==> config.mk <==
export PLATFORM = sky130hd
export DESIGN_NAME = ks_env_ctrl_flat
export DESIGN_NICKNAME = d
export VERILOG_FILES = /design/src/rtl/ks_pkg.sv /design/src/rtl/ks_env_ctrl_if.sv /design/src/rtl/ks_tick_div.sv /design/src/rtl/ks_env_ctrl.sv /design/src/flat_wrapper.sv
export SDC_FILE = /design/constraint.sdc
export NUM_CORES = 1
export LEC_CHECK = 0
export CAP_MARGIN = 20
export CORE_ASPECT_RATIO = 1.5
export CORE_MARGIN = 2
export CORE_UTILIZATION = 60
export DETAILED_ROUTE_END_ITERATION = 8
export DONT_BUFFER_PORTS = 1
export PLACE_DENSITY = 0.76
export SYNTH_ARGS = -nofsm -noshare
export SYNTH_HDL_FRONTEND = slang
export SYNTH_SLANG_ARGS = --single-unit
==> constraint.sdc <==
create_clock -name lrck -period 4.9 [get_ports lrck]
set_clock_uncertainty 0.1 [all_clocks]
set_input_delay 0.735 -clock lrck [delete_from_list [all_inputs] [get_ports lrck]]
set_output_delay 0.735 -clock lrck [all_outputs]
set_load 0.05 [all_outputs]
==> src/rtl/ks_pkg.sv <==
// rtl/ks_pkg.sv - shared types and constants for the envelope controller
package ks_pkg;

  localparam int VOL_W = 10;
  localparam logic [VOL_W-1:0] VOL_MAX = 10'd1023;

  typedef enum logic [2:0] {
    ST_IDLE    = 3'd0,
    ST_ATTACK  = 3'd1,
    ST_DECAY   = 3'd2,
    ST_SUSTAIN = 3'd3,
    ST_RELEASE = 3'd4
  } ks_state_e;

endpackage

==> src/rtl/ks_env_ctrl_if.sv <==
// rtl/ks_env_ctrl_if.sv - note/config/volume bundle between voice logic and envelope
interface ks_env_ctrl_if #(
  parameter int STEP_W = 8,
  parameter int DIV_W  = 8
) ();
  import ks_pkg::*;

  logic              note_on;
  logic              note_off;
  logic [STEP_W-1:0] attack_step;
  logic [STEP_W-1:0] decay_step;
  logic [VOL_W-1:0]  sustain_level;
  logic [STEP_W-1:0] release_step;
  logic [DIV_W-1:0]  rate_div;
  logic [VOL_W-1:0]  volume;
  logic              mute;
  logic              busy;

  modport master (
    output note_on, note_off, attack_step, decay_step, sustain_level,
           release_step, rate_div,
    input  volume, mute, busy
  );

  modport slave (
    input  note_on, note_off, attack_step, decay_step, sustain_level,
           release_step, rate_div,
    output volume, mute, busy
  );

endinterface

==> src/rtl/ks_tick_div.sv <==
// rtl/ks_tick_div.sv - sample-tick prescaler, one tick every i_div+1 enabled cycles
module ks_tick_div #(
  parameter int DIV_W = 8
) (
  input  logic             clk,
  input  logic             rst,
  input  logic             i_clear,
  input  logic             i_en,
  input  logic [DIV_W-1:0] i_div,
  output logic             o_tick
);

  logic [DIV_W-1:0] r_cnt;
  logic             w_hit;

  assign w_hit  = (r_cnt == i_div);
  assign o_tick = i_en && w_hit;

  // Counter holds its value while disabled (SUSTAIN/IDLE).
  always_ff @(posedge clk) begin
    if (rst) begin
      r_cnt <= '0;
    end else if (i_clear) begin
      r_cnt <= '0;
    end else if (i_en) begin
      r_cnt <= w_hit ? '0 : r_cnt + 1'b1;
    end
  end

endmodule

==> src/rtl/ks_env_ctrl.sv <==
// rtl/ks_env_ctrl.sv - attack/decay/sustain/release volume sequencer for one voice
module ks_env_ctrl
  import ks_pkg::*;
#(
  parameter int STEP_W = 8,
  parameter int DIV_W  = 8
) (
  input  logic         lrck,
  input  logic         rst,
  ks_env_ctrl_if.slave bus
);

  ks_state_e         r_state;
  logic [VOL_W-1:0]  r_volume;
  logic              r_mute;
  logic              r_busy;
  logic [STEP_W-1:0] r_atk_step;
  logic [STEP_W-1:0] r_dec_step;
  logic [STEP_W-1:0] r_rel_step;
  logic [VOL_W-1:0]  r_sustain;
  logic [DIV_W-1:0]  r_rate_div;

  logic             w_tick;
  logic             w_tick_en;
  logic             w_off_ok;
  logic             w_clear;
  logic [VOL_W:0]   w_atk_sum;
  logic [VOL_W:0]   w_dec_lim;
  logic [VOL_W:0]   w_vol_ext;

  assign w_tick_en = (r_state == ST_ATTACK) || (r_state == ST_DECAY) ||
                     (r_state == ST_RELEASE);
  assign w_off_ok  = bus.note_off &&
                     ((r_state == ST_ATTACK) || (r_state == ST_DECAY) ||
                      (r_state == ST_SUSTAIN));
  assign w_clear   = bus.note_on || w_off_ok;

  // One bit of headroom so the compares below cannot wrap.
  assign w_vol_ext = {1'b0, r_volume};
  assign w_atk_sum = w_vol_ext + (VOL_W+1)'(r_atk_step);
  assign w_dec_lim = {1'b0, r_sustain} + (VOL_W+1)'(r_dec_step);

  ks_tick_div #(.DIV_W(DIV_W)) u_tick_div (
    .clk     (lrck),
    .rst     (rst),
    .i_clear (w_clear),
    .i_en    (w_tick_en),
    .i_div   (r_rate_div),
    .o_tick  (w_tick)
  );

  always_ff @(posedge lrck) begin
    if (rst) begin
      r_state    <= ST_IDLE;
      r_volume   <= '0;
      r_mute     <= 1'b1;
      r_busy     <= 1'b0;
      r_atk_step <= '0;
      r_dec_step <= '0;
      r_rel_step <= '0;
      r_sustain  <= '0;
      r_rate_div <= '0;
    end else if (bus.note_on) begin
      // Retrigger keeps the current volume so the ramp has no click.
      r_state    <= ST_ATTACK;
      r_mute     <= 1'b0;
      r_busy     <= 1'b1;
      r_atk_step <= bus.attack_step;
      r_dec_step <= bus.decay_step;
      r_sustain  <= bus.sustain_level;
      r_rate_div <= bus.rate_div;
    end else if (w_off_ok) begin
      r_state    <= ST_RELEASE;
      r_rel_step <= bus.release_step;
    end else if (w_tick) begin
      case (r_state)
        ST_ATTACK: begin
          if ((r_atk_step == '0) || (w_atk_sum >= (VOL_W+1)'(VOL_MAX))) begin
            r_volume <= VOL_MAX;
            r_state  <= ST_DECAY;
          end else begin
            r_volume <= w_atk_sum[VOL_W-1:0];
          end
        end
        ST_DECAY: begin
          if ((r_dec_step == '0) || (w_vol_ext <= w_dec_lim)) begin
            r_volume <= r_sustain;
            r_state  <= ST_SUSTAIN;
          end else begin
            r_volume <= r_volume - VOL_W'(r_dec_step);
          end
        end
        ST_RELEASE: begin
          if ((r_rel_step == '0) || (w_vol_ext <= (VOL_W+1)'(r_rel_step))) begin
            r_volume <= '0;
            r_state  <= ST_IDLE;
            r_mute   <= 1'b1;
            r_busy   <= 1'b0;
          end else begin
            r_volume <= r_volume - VOL_W'(r_rel_step);
          end
        end
        default: begin
          r_state <= r_state;
        end
      endcase
    end
  end

  assign bus.volume = r_volume;
  assign bus.mute   = r_mute;
  assign bus.busy   = r_busy;

endmodule
==> src/flat_wrapper.sv <==
// flat-port wrapper written by rule: the top's interface ports become plain ports
module ks_env_ctrl_flat import ks_pkg::*;
#(
  parameter int STEP_W = 8,
  parameter int DIV_W  = 8
)
  (lrck, rst, bus_note_on, bus_note_off, bus_attack_step, bus_decay_step, bus_sustain_level, bus_release_step, bus_rate_div, bus_volume, bus_mute, bus_busy);
  ks_env_ctrl_if #(.STEP_W(STEP_W), .DIV_W(DIV_W)) bus_i ();
  input  logic lrck;
  input  logic rst;
  input wire logic [$bits(bus_i.note_on)-1:0] bus_note_on;
  input wire logic [$bits(bus_i.note_off)-1:0] bus_note_off;
  input wire logic [$bits(bus_i.attack_step)-1:0] bus_attack_step;
  input wire logic [$bits(bus_i.decay_step)-1:0] bus_decay_step;
  input wire logic [$bits(bus_i.sustain_level)-1:0] bus_sustain_level;
  input wire logic [$bits(bus_i.release_step)-1:0] bus_release_step;
  input wire logic [$bits(bus_i.rate_div)-1:0] bus_rate_div;
  output wire logic [$bits(bus_i.volume)-1:0] bus_volume;
  output wire logic [$bits(bus_i.mute)-1:0] bus_mute;
  output wire logic [$bits(bus_i.busy)-1:0] bus_busy;
  assign bus_i.note_on = bus_note_on;
  assign bus_i.note_off = bus_note_off;
  assign bus_i.attack_step = bus_attack_step;
  assign bus_i.decay_step = bus_decay_step;
  assign bus_i.sustain_level = bus_sustain_level;
  assign bus_i.release_step = bus_release_step;
  assign bus_i.rate_div = bus_rate_div;
  assign bus_volume = bus_i.volume;
  assign bus_mute = bus_i.mute;
  assign bus_busy = bus_i.busy;
  ks_env_ctrl #(.STEP_W(STEP_W), .DIV_W(DIV_W)) u_core (.lrck(lrck), .rst(rst), .bus(bus_i));
endmodule
== Yosys cells after proc, flatten, opt, wreduce, memory -nomap -nowiden ==
Index checks and enable logic that the tools add are counted.

* Register bits after elaboration: 65
* Bits of input ports: 46
* Output and inout port bits: 12
* Word-level logic and storage cells: 88

* Add/subtract/negate cells: 5
* $lt $le $gt $ge: 3
* Eq/ne operators: 15
* Multiplexer cells: 22
* Bitwise logic cells: 2
* Reductions and logical operators: 29

{| class="wikitable"
|+ Operator list
! kind !! number
|-
| 2-to-1 mux 10 bit || 3
|-
| one-hot mux 10 bit (3 select lines) || 1
|-
| zero test 8 bit || 3
|-
| adder 10 x 8 -> 11 bit || 2
|-
| subtractor 10 x 8 -> 10 bit || 2
|-
| 2-to-1 mux 3 bit || 5
|-
| AND reduction 5 bit || 3
|-
| != test 4 x 3 -> 1 bit (second input constant) || 3
|-
| >= comparator 11 x 10 -> 1 bit (second input constant) || 1
|-
| less-or-equal comparator 10 x 11 -> 1 bit || 1
|-
| 2-to-1 mux 1 bit || 11
|-
| less-or-equal comparator 10 x 8 -> 1 bit || 1
|-
| != test 3 x 2 -> 1 bit (second input constant) || 3
|-
| one-hot mux 3 bit (3 select lines) || 1
|-
| adder 8 x 1 -> 8 bit (second input constant) || 1
|-
| == test 8 bit || 1
|-
| 2-to-1 mux 8 bit || 1
|-
| != test 2 bit (second input constant) || 4
|-
| AND reduction 4 bit || 2
|-
| nonzero test 2 bit || 4
|-
| logical OR 1 bit || 7
|-
| == test 3 x 2 -> 1 bit (second input constant) || 2
|-
| nonzero test 3 bit || 2
|-
| nonzero test 5 bit || 1
|-
| other kinds (8) || 11
|}

== Longest topological paths before layout ==
Gate-level depths: netlist of run 1.

* Depth after elaboration: 8
* Depth in mapped cells: 19
* Mapped depth without buffers: 18

== Modules after synthesis ==
From an unflattened synthesis of run 1, not the netlist that was laid out.

* Cell total of the unflattened synthesis: 559
* Area total of the unflattened synthesis: 4723.3 sq um

{| class="wikitable"
|+ Modules (own cells, without submodules)
! module !! instances !! cells an instance !! area an instance (sq um) !! seq. area each (sq um)
|-
| ks_env_ctrl || 1 || 510 || 4289.1 || 1141.1
|-
| ks_tick_div || 1 || 49 || 434.2 || 160.2
|}

== Worst setup path before layout of run 1 ==
No wires, ideal clock.

* Kind: register to register
* From: reg u_core.r_dec_step[1]
* To: reg u_core.r_volume[6], in the netlist u_core.bus.volume[6]
* Library setup time: 0.133 ns
* Arrival time: 3.656 ns
* Data required time: 4.667 ns
* Setup slack: 1.012 ns
* Stages on the path, launching flop included: 20
* Buffers on the path: 1
* Clock period less this slack: 3.888 ns
* Cell sequence: dfxtp_1 > ha_1 > a21o_1 > a21oi_1 > o21bai_1 > a211o_1 > a31oi_1 > nor2b_1 > o21ai_0 > xnor2_1 > ha_1 > o21ai_0 > a22oi_1 > o31a_1 > o41ai_4 > or2_1 > buf_6 > mux2_1 > a211oi_1 > nor3_1

* Cells in the longest elaborated chain, start to end: 5
* Elaborated cells on any way between the ends: 7
* Those cells by class: add/sub: 2; order compare: 1; mux: 2; reduce/logical: 2

{| class="wikitable"
|+ RTL lines
! item !! line !! text
|-
| from (decl) || ks_env_ctrl.sv:18 || <nowiki>logic [STEP_W-1:0] r_dec_step;</nowiki>
|-
| from (signal assigned) || ks_env_ctrl.sv:69 || <nowiki>r_dec_step <= bus.decay_step;</nowiki>
|-
| adder 10 x 8 -> 11 bit || ks_env_ctrl.sv:41 || <nowiki>assign w_dec_lim = {1'b0, r_sustain} + (VOL_W+1)'(r_dec_step);</nowiki>
|-
| less-or-equal comparator 10 x 11 -> 1 bit || ks_env_ctrl.sv:86 || <nowiki>if ((r_dec_step == '0) || (w_vol_ext <= w_dec_lim)) begin</nowiki>
|-
| logical OR 1 bit || ks_env_ctrl.sv:86 ||
|-
| 2-to-1 mux 10 bit (*) || ks_env_ctrl.sv:86 ||
|-
| one-hot mux 10 bit (3 select lines) (*) || ks_env_ctrl.sv:76 || <nowiki>case (r_state)</nowiki>
|-
| to (signal assigned) || ks_env_ctrl.sv:82 || <nowiki>r_volume <= w_atk_sum[VOL_W-1:0];</nowiki>
|-
| to (signal assigned) || ks_env_ctrl.sv:87 || <nowiki>r_volume <= r_sustain;</nowiki>
|-
| to (signal assigned) || ks_env_ctrl.sv:90 || <nowiki>r_volume <= r_volume - VOL_W'(r_dec_step);</nowiki>
|-
| to (decl) || ks_env_ctrl.sv:14 || <nowiki>logic [VOL_W-1:0] r_volume;</nowiki>
|}

Mark *: on every way between the ends. The rest lies on a longest branch, timed or not.
A chain may end at the register's enable or synchronous reset.

== Worst setup path after layout of run 1 ==
* From: reg u_core.r_dec_step[0]
* To: reg u_core.r_volume[6], in the netlist u_core.bus.volume[6]

The elaborated chain is that of the path after synthesis.

==> results of run 1 <==
state kept, by name, indices dropped and copies added (netlist names):
name / count
u_core.bus.volume: 10
u_core.r_sustain: 10
u_core.r_atk_step: 8
u_core.r_dec_step: 8
u_core.r_rate_div: 8
u_core.r_rel_step: 8
u_core.u_tick_div.r_cnt: 8
u_core.r_state: 3
u_core.bus.busy: 1
u_core.bus.mute: 1
power groups by stage:
stage / sequential (mW) / clock [mW] / combinational (mW)
CTS: 0.598 / 0.650 / 0.332
detailed placement: 0.609 / 0 / 0.329
finish: 0.599 / 0.645 / 0.336
floorplan: 0.596 / 0 / 0.277
global placement: 0.608 / 0 / 0.321
global route: 0.601 / 0.672 / 0.371
final cells by class:
cell class / count / area share (%)
repair buffers: 3 / 0.434
well taps: 105 / 2.53
clock inverters: 6 / 1.25
clock buffers: 10 / 4.60
multi-input cells: 457 / 63.7
flip-flops and latches: 65 / 25.1
inverters: 33 / 2.39
how the worst min path moves through the flow:
stage | slack, ns | depth (start not counted) | startpoint | endpoint
6_report | 0.37 | 1 | rst | u_core.r_rate_div[3]
3_3_place_gp | 0.38 | 2 | u_core.r_sustain[9] | u_core.r_sustain[9]
4_1_cts | 0.37 | 1 | rst | u_core.r_rate_div[6]
5_1_grt | 0.36 | 1 | rst | u_core.r_rate_div[2]
2_1_floorplan | 0.36 | 2 | u_core.r_sustain[9] | u_core.r_sustain[9]
3_5_place_dp | 0.39 | 2 | u_core.r_sustain[9] | u_core.r_sustain[9]
synth_stat cells (3+ instances only):
master | count | share of area [%]
a211o_1 | 4 | 0.73
a211oi_1 | 10 | 1.6
a21o_1 | 7 | 1.1
a21oi_1 | 23 | 2.4
and3_1 | 4 | 0.52
buf_1 | 4 | 0.31
buf_2 | 3 | 0.31
clkbuf_1 | 12 | 0.93
dfxtp_1 | 65 | 27
fa_1 | 4 | 1.7
ha_1 | 43 | 11
inv_1 | 33 | 2.6
mux2i_1 | 47 | 9.8
nand2_1 | 24 | 1.9
nand2b_1 | 3 | 0.39
nand3_1 | 14 | 1.5
nand4_1 | 12 | 1.6
nor2_1 | 80 | 6.2
nor2b_1 | 10 | 1.3
nor3_1 | 14 | 1.5
nor3_2 | 3 | 0.62
nor3b_1 | 3 | 0.47
nor4_1 | 12 | 1.6
o2111a_1 | 3 | 0.70
o2111ai_1 | 3 | 0.54
o211ai_1 | 9 | 1.4
o21a_1 | 10 | 1.6
o21ai_0 | 27 | 2.8
o21bai_1 | 6 | 0.93
o31a_1 | 5 | 0.91
o31ai_1 | 5 | 0.78
o41ai_1 | 3 | 0.54
or2_2 | 4 | 0.52
xnor2_1 | 22 | 4.0
xor2_1 | 12 | 2.2
routing by layer:
metal  wire length, um  track usage (%)  part of all wire [%]  vias to the layer above
li1                  -                -                     -                     2100
met1              4650             27.9                    35                     2059
met2              6830             55.8                    52                      149
met3               690             6.25                   5.3                       71
met4               946             23.3                   7.2                        0
met5                 0                0                     0                        -
per-stage QoR:
step	hold WS (ns)	power [mW]	utilization, %	cells
2_1_floorplan	0.360	0.874	-	576
3_3_place_gp	0.378	0.929	61.8	663
3_5_place_dp	0.387	0.938	61.8	663
4_1_cts	0.368	1.58	65.6	679
5_1_grt	0.364	1.64	65.6	679
6_report	0.369	1.58	65.6	679
cell families (layout without fill, tap and decap cells):
family / Yosys count / in the layout / share of synthesized area [%]
multiplexers: 48 / 48 / 9.98
adder cells (fa/ha/maj): 47 / 47 / 12.8
AND/OR/NAND/NOR: 194 / 194 / 19.7
AO/OA/AOI/OAI: 134 / 134 / 19.9
XOR/XNOR: 34 / 34 / 6.17
flip-flops: 65 / 65 / 27.0
buffers and inverters: 54 / 52 / 4.46
==> run metrics, run 1 <==
status completed; FF-to-FF Start u_core.r_dec_step[0]; most frequent cells in the layout nor2_1, dfxtp_1, mux2i_1; Reg area 0.00130 mm2; Placement Cell Area 0.00489 mm2; Post-Route WL about 13000 um; maximum VDD drop around 310 uV; Critical Path Source Type register; Detailed Route Iter0 Violations 231; final setup fails 0; core region area a little under 0.008 mm2; post-route ant nets 0; Ports 58; Sequential Power Share 37.9%; Area growth, synth to finish 7.60%; Remaining DRCs 0; WP buf/inv 1; largest net degree at the start of global routing 60; net switching power 0.472 mW; Max Cap Viol 0; first-pass GRT wire length about 21000 um; RSZ-0062 raised after global routing false; routed via count 4379; Final Hold Viols 0; delay-heaviest family, CP compound AO/OA/AOI/OAI gates; R2R depth 17; Layout fillers between 700 and 800; vias per cell 6.45; Net Sw Frac 29.9%; Internal 1.11 mW; Worst path slowest cell or2_1; share of post-route cells with drive strength above 1 5.40%; WP data required 5.02 ns; Worst EP arrival around 4.5 ns; Final Wtd Congestion 0.959; worst r2r dst u_core.bus.volume[6]; H-Tree Depth 3; Bufs on Longest Clock Path 2; CTS buffer count 9; CTS Hold Buffers Added 0; CP max stage delay 0.45 ns; Setup TNS 0 ns; Worst-path clk slew 0.05 ns; Final Instance Area 0.00519 mm2; total grt overflow 0; pre-CTS WS 0.576 ns; port buffer count 0; most common cell after layout, fill and taps aside nor2_1; chip width 77.2 um; Antenna Cells 0; Rel. slew slack 43.4%; Rows 40; CP endpoint u_core.bus.volume[6]; minimum clock period 4.34 ns; Crit path depth 17; Tightest Pin Transition 0.847 ns; post-CTS resize count 0; most frequent cell on the critical path ha_1; Lkg Pwr 2.07 nW; Syn Nets 669; Highest Clock Rate between 200 and 250 MHz; crit path capture type register; Post-Synthesis Cells 576; FF-to-FF setup slack between 0.5 and 0.6 ns; crit-path max FO 11; Avg Cell Area, Syn ~8.4 um2; Initial Util around three fifths; worst setup path start u_core.r_dec_step[0]; area occupied by multi-input gates 0.00331 mm2; clock power share 40.8%; post-synth cell types 62; sequential area share after synthesis 27.0%; clock root buffer clkbuf_16; GRT Util Overall 29.9%; post-layout net count around 660; drt pass-1 iters 5; crit path kind register to register; final period utilization 88.5%; crit path cell chain ha_1 > inv_1 > fa_1 > nor2b_1 > o31a_1 > o21ai_0 > nand2b_1 > xnor2_1 > ha_1 > a211o_1 > o221ai_1 > a21oi_1 > o41ai_4 > or2_1 > mux2_1 > a211oi_1 > nor3_1; total power per unit cell area approximately 300 mW/mm2; Synth Flop Type dfxtp_1; Post-synth ARST share 0%; Yosys warning total 0; Hold Crit Class input pin to register; max-slew violation count 0; worst setup margin 0.563 ns; # Post-CTS Setup Buffers 0; Avg WL per Cell between 15 and 20 um; vias in the first global route 4421; Die Height 114 um; flops & latches, synth 65; Die ar. between 0.008 and 0.009 mm2; area of the mapped netlist 0.00482 mm2; DP HPWL 10300 um; later-pin clock latency in the skew report 0.33 ns; clk sinks 65; Post-synth EDFFs 0; Combinational Power Share 21.3%; CTS tree yes; initial antenna violation count 0
No activity file was read; power rests on OpenSTA's default activity.
==> run 2: changes to the inputs <==
--- a/config.mk
+++ b/config.mk
@@ -12,6 +12,7 @@
 export DETAILED_ROUTE_END_ITERATION = 8
 export DONT_BUFFER_PORTS = 1
 export PLACE_DENSITY = 0.76
+export RECOVER_POWER = 50
 export SYNTH_ARGS = -nofsm -noshare
 export SYNTH_HDL_FRONTEND = slang
 export SYNTH_SLANG_ARGS = --single-unit
==> run metrics, run 2 (synthesized netlist as in run 1, its figures left out) <==
H-Tree Depth 3 (unchanged); drt pass-1 iters 5 (unchanged); port buffer count 0 (unchanged); Ports 58 (unchanged); Bufs on Longest Clock Path 2 (unchanged); Setup TNS 0 ns (unchanged); Final Wtd Congestion 0.959 (unchanged); FF-to-FF Start u_core.r_dec_step[0]; Power Total 1.58 mW (about the same); final period utilization 88.5% (about the same); Tightest Pin Transition 1.20 ns (+0.349 ns); worst setup path start u_core.r_dec_step[0]; status completed; # Post-CTS Setup Buffers 0 (unchanged); post-route ant nets 0 (unchanged); Reg area 0.00130 mm2 (unchanged); Highest Clock Rate 231 MHz (about the same); CP endpoint u_core.bus.volume[6]; Worst EP arrival 4.45 ns (about the same); initial antenna violation count 0 (unchanged); largest net degree at the start of global routing 60 (unchanged); Lkg Pwr 2.06 nW (-0.41%); total power per unit cell area 305 mW/mm2 (+0.19%); final setup fails 0 (unchanged); R2R depth 17 (unchanged); later-pin clock latency in the skew report 0.33 ns (about the same); Remaining DRCs 0 (unchanged); vias in the first global route 4421 (unchanged); post-CTS resize count 0 (unchanged); Rows 40 (unchanged); clock root buffer clkbuf_16; post-layout net count 662 (unchanged); most common cell after layout, fill and taps aside nor2_1; Die ar. 0.00879 mm2 (unchanged); clk sinks 65 (unchanged); CTS Hold Buffers Added 0 (unchanged); Final Hold Viols 0 (unchanged); Layout fillers 715 (+0.14%); Max Cap Viol 0 (unchanged); maximum VDD drop 314 uV (+0.11%); chip width 77.2 um (unchanged); CTS tree yes; worst setup margin 0.565 ns (+0.00217 ns); first-pass GRT wire length 20600 um (unchanged); Worst-path clk slew 0.05 ns (about the same); Hold Crit Class input pin to register; crit path kind register to register; DP HPWL 10300 um (unchanged); WP data required 5.02 ns (about the same); CTS buffer count 9 (unchanged); Area growth, synth to finish 7.44%; Rel. slew slack 20.3% (-23 points); worst r2r dst u_core.bus.volume[6]; vias per cell 6.47 (+0.37%); GRT Util Overall 29.9% (unchanged); crit-path max FO 11 (unchanged); Critical Path Source Type register; pre-CTS WS 0.576 ns (unchanged); minimum clock period 4.34 ns (-0.00217 ns); Antenna Cells 0 (unchanged); Initial Util 61.0% (unchanged); Detailed Route Iter0 Violations 231 (unchanged); Die Height 114 um (unchanged); max-slew violation count 0 (unchanged); FF-to-FF setup slack 0.56 ns (about the same); share of post-route cells with drive strength above 1 5.05% (-0.35 points); most frequent cells in the layout nor2_1, dfxtp_1, mux2i_1; Post-Route WL 13100 um (+0.21%); RSZ-0062 raised after global routing false; routed via count 4395 (+0.37%); area occupied by multi-input gates 0.00331 mm2 (unchanged); Avg WL per Cell 19.4 um (+0.21%); core region area 0.00791 mm2 (unchanged); crit path capture type register; total grt overflow 0 (unchanged)
## run 2: metal layers
layer | routed length (um) | GRT usage, % | up-vias
li1 | - | - | 2093
met4 | 937 | 23.3 | 0
met1 | 4700 | 27.9 | 2079
met2 | 6810 | 55.8 | 153
met5 | 0 | 0 | -
met3 | 700 | 6.25 | 70
## run 2: how the worst min path moves through the flow
stage,cells past startpoint,from,endpoint,slack (ns)
after global placement,2,u_core.r_sustain[9],u_core.r_sustain[9],0.38
after CTS,1,rst,u_core.r_rate_div[6],0.37
after global routing,1,rst,u_core.r_rate_div[2],0.36
after detailed placement,2,u_core.r_sustain[9],u_core.r_sustain[9],0.39
final,1,rst,u_core.r_rate_div[3],0.37
after floorplan,2,u_core.r_sustain[9],u_core.r_sustain[9],0.36
## run 2: layout make-up
type	count	share of cell area [%]
sequential	65	25.1
tap	105	2.53
clock buffer	10	4.61
inverter	33	2.39
timing repair buffer	3	0.290
clock inverter	6	1.26
multi-input combinational	457	63.8
## run 2: power breakdown
| part | total [mW] | switching (mW) | internal (mW) |
|---|---|---|---|
| registers | 0.599 | 0.0449 | 0.554 |
| logic | 0.336 | 0.190 | 0.145 |
| clock network | 0.646 | 0.238 | 0.408 |
| total | 1.58 | 0.473 | 1.11 |
## run 2: critical path, cell delays in order, from the launching register on
cell and delay [ns]:
dfxtp_1 0.37, ha_1 0.19, inv_1 0.06, fa_1 0.40, nor2b_1 0.16, o31a_1 0.25, o21ai_0 0.10, nand2b_1 0.09
xnor2_1 0.12, ha_1 0.27, a211o_1 0.28, o221ai_1 0.19, a21oi_1 0.10, o41ai_4 0.41, or2_1 0.45, mux2_1 0.37
a211oi_1 0.25, nor3_1 0.07
## run 2: through the flow
stage / hold slack [ns] / std cells / utilization (%) / cell area [um2]
global route: 0.364 / 679 / 65.6 / 5180
CTS: 0.368 / 679 / 65.6 / 5190
finish: 0.370 / 679 / 65.6 / 5180
detailed placement: 0.387 / 663 / 61.8 / 4890
floorplan: 0.360 / 576 / - / 4820
global placement: 0.378 / 663 / 61.8 / 4890
==> run 3: changes to the inputs <==
--- a/config.mk
+++ b/config.mk
@@ -11,6 +11,7 @@
 export CORE_UTILIZATION = 60
 export DETAILED_ROUTE_END_ITERATION = 8
 export DONT_BUFFER_PORTS = 1
+export MAX_ROUTING_LAYER = met4
 export PLACE_DENSITY = 0.76
 export RECOVER_POWER = 50
 export SYNTH_ARGS = -nofsm -noshare
==> run metrics, run 3 (synthesized netlist as in run 1, its figures left out) <==
cell count after placement 663 (unchanged); drt pass-1 iters 4 (-1); DP HPWL 10300 um (about the same); Reg area 0.00130 mm2 (unchanged); Worst EP arrival 4.43 ns (-0.02 ns); area occupied by multi-input gates 0.00331 mm2 (unchanged); Max Cap Viol 0 (unchanged); Tightest Pin Transition 1.13 ns (-0.0621 ns); Hold Crit Class input pin to register; status completed; minimum clock period 4.32 ns (-0.0158 ns); post-CTS resize count 0 (unchanged); post-route ant nets 0 (unchanged); final period utilization 88.2% (-0.32 points); vias in the first global route 4363 (-1.3%); Final Wtd Congestion 0.983 (+2.5%); largest net degree at the start of global routing 60 (unchanged); Worst-path clk slew 0.06 ns (about the same); crit-path max FO 11 (unchanged); later-pin clock latency in the skew report 0.33 ns (about the same); Critical Path Source Type register; H-Tree Depth 3 (unchanged); Die ar. 0.00879 mm2 (unchanged); Antenna Cells 0 (unchanged); CTS buffer count 9 (unchanged); Ports 58 (unchanged); share of post-route cells with drive strength above 1 5.05% (unchanged); most frequent cells in the layout nor2_1, dfxtp_1, mux2i_1; final setup fails 0 (unchanged); Detailed Route Iter0 Violations 208 (-10%); GRT Util Overall 31.7% (+1.8 points); Layout fillers 704 (-1.5%); crit path kind register to register; clock root buffer clkbuf_16; routed via count 4318 (-1.8%); CTS Hold Buffers Added 0 (unchanged); Rel. slew slack 24.4% (+4.1 points); Rows 40 (unchanged); port buffer count 0 (unchanged); Lkg Pwr 2.07 nW (+0.50%); Final Hold Viols 0 (unchanged); crit path capture type register; Final Instance Count excl. Fillers 679 (unchanged); Avg WL per Cell 19.6 um (+1.2%); # Post-CTS Setup Buffers 0 (unchanged); Post-Route WL 13300 um (+1.2%); maximum VDD drop 288 uV (-8.2%); Area growth, synth to finish 7.96%; core region area 0.00791 mm2 (unchanged); worst setup margin 0.581 ns (+0.0158 ns); pre-CTS WS 0.629 ns (+0.0536 ns); max-slew violation count 0 (unchanged); Initial Util 61.0% (unchanged); post-layout net count 662 (unchanged); Setup TNS 0 ns (unchanged); Highest Clock Rate 232 MHz (+0.37%); chip width 77.2 um (unchanged); initial antenna violation count 0 (unchanged); Die Height 114 um (unchanged); Bufs on Longest Clock Path 2 (unchanged); RSZ-0062 raised after global routing false; Remaining DRCs 0 (unchanged); CTS tree yes; total power per unit cell area 315 mW/mm2 (+3.2%); total grt overflow 0 (unchanged); WP data required 5.01 ns (about the same); first-pass GRT wire length 21100 um (+2.2%); vias per cell 6.36 (-1.8%); most common cell after layout, fill and taps aside nor2_1; clk sinks 65 (unchanged)
[run 3: worst paths after layout]
kind | to | depth (start not counted) | slack [ns] | from
setup / recovery | u_core.bus.volume[6] | 17 | 0.58 | u_core.r_dec_step[0]
hold / removal | u_core.r_rate_div[4] | 1 | 0.37 | rst
setup reg to reg | u_core.bus.volume[6] | 17 | 0.58 | u_core.r_dec_step[0]
hold reg to reg | u_core.r_rate_div[4] | 2 | 0.42 | u_core.r_rate_div[4]
[run 3: final cells by class]
class	instances	area share [%]
inverter	33	2.38
multi-input combinational	457	63.5
tap	105	2.52
timing repair buffer	3	0.288
clock inverter	6	1.73
sequential	65	25.0
clock buffer	10	4.59
[run 3: per-stage QoR]
step                util (%)  area [um2]  hold WS (ns)  power [mW]
CTS                     66.0        5220         0.371        1.64
detailed placement      61.8        4890         0.410       0.938
global route            65.9        5210         0.360        1.71
floorplan                  -        4820         0.360       0.874
global placement        61.8        4890         0.380       0.929
finish                  65.9        5210         0.374        1.64
[run 3: critical path, cell delays in order, from the launching register on]
cell,delay [ns]
dfxtp_1,0.38
ha_1,0.19
inv_1,0.06
fa_1,0.40
nor2b_1,0.17
o31a_1,0.25
o21ai_0,0.10
nand2b_1,0.09
xnor2_1,0.12
ha_1,0.28
a211o_1,0.28
o221ai_1,0.18
a21oi_1,0.10
o41ai_4,0.39
or2_1,0.44
mux2_1,0.37
a211oi_1,0.25
nor3_1,0.07
[run 3: report_power, final]
group,total (mW),internal [mW],switching [mW]
logic,0.336,0.145,0.191
registers,0.599,0.554,0.0451
clock network,0.704,0.461,0.243
total,1.64,1.16,0.480
[run 3: metal layers]
layer / GRT usage, % / up-vias / wire length (um)
met3: 8.15 / 59 / 632
li1: - / 2089 / -
met2: 56.9 / 129 / 7100
met1: 29.7 / 2041 / 4750
met4: 20.2 / 0 / 829
met5: - / - / 0
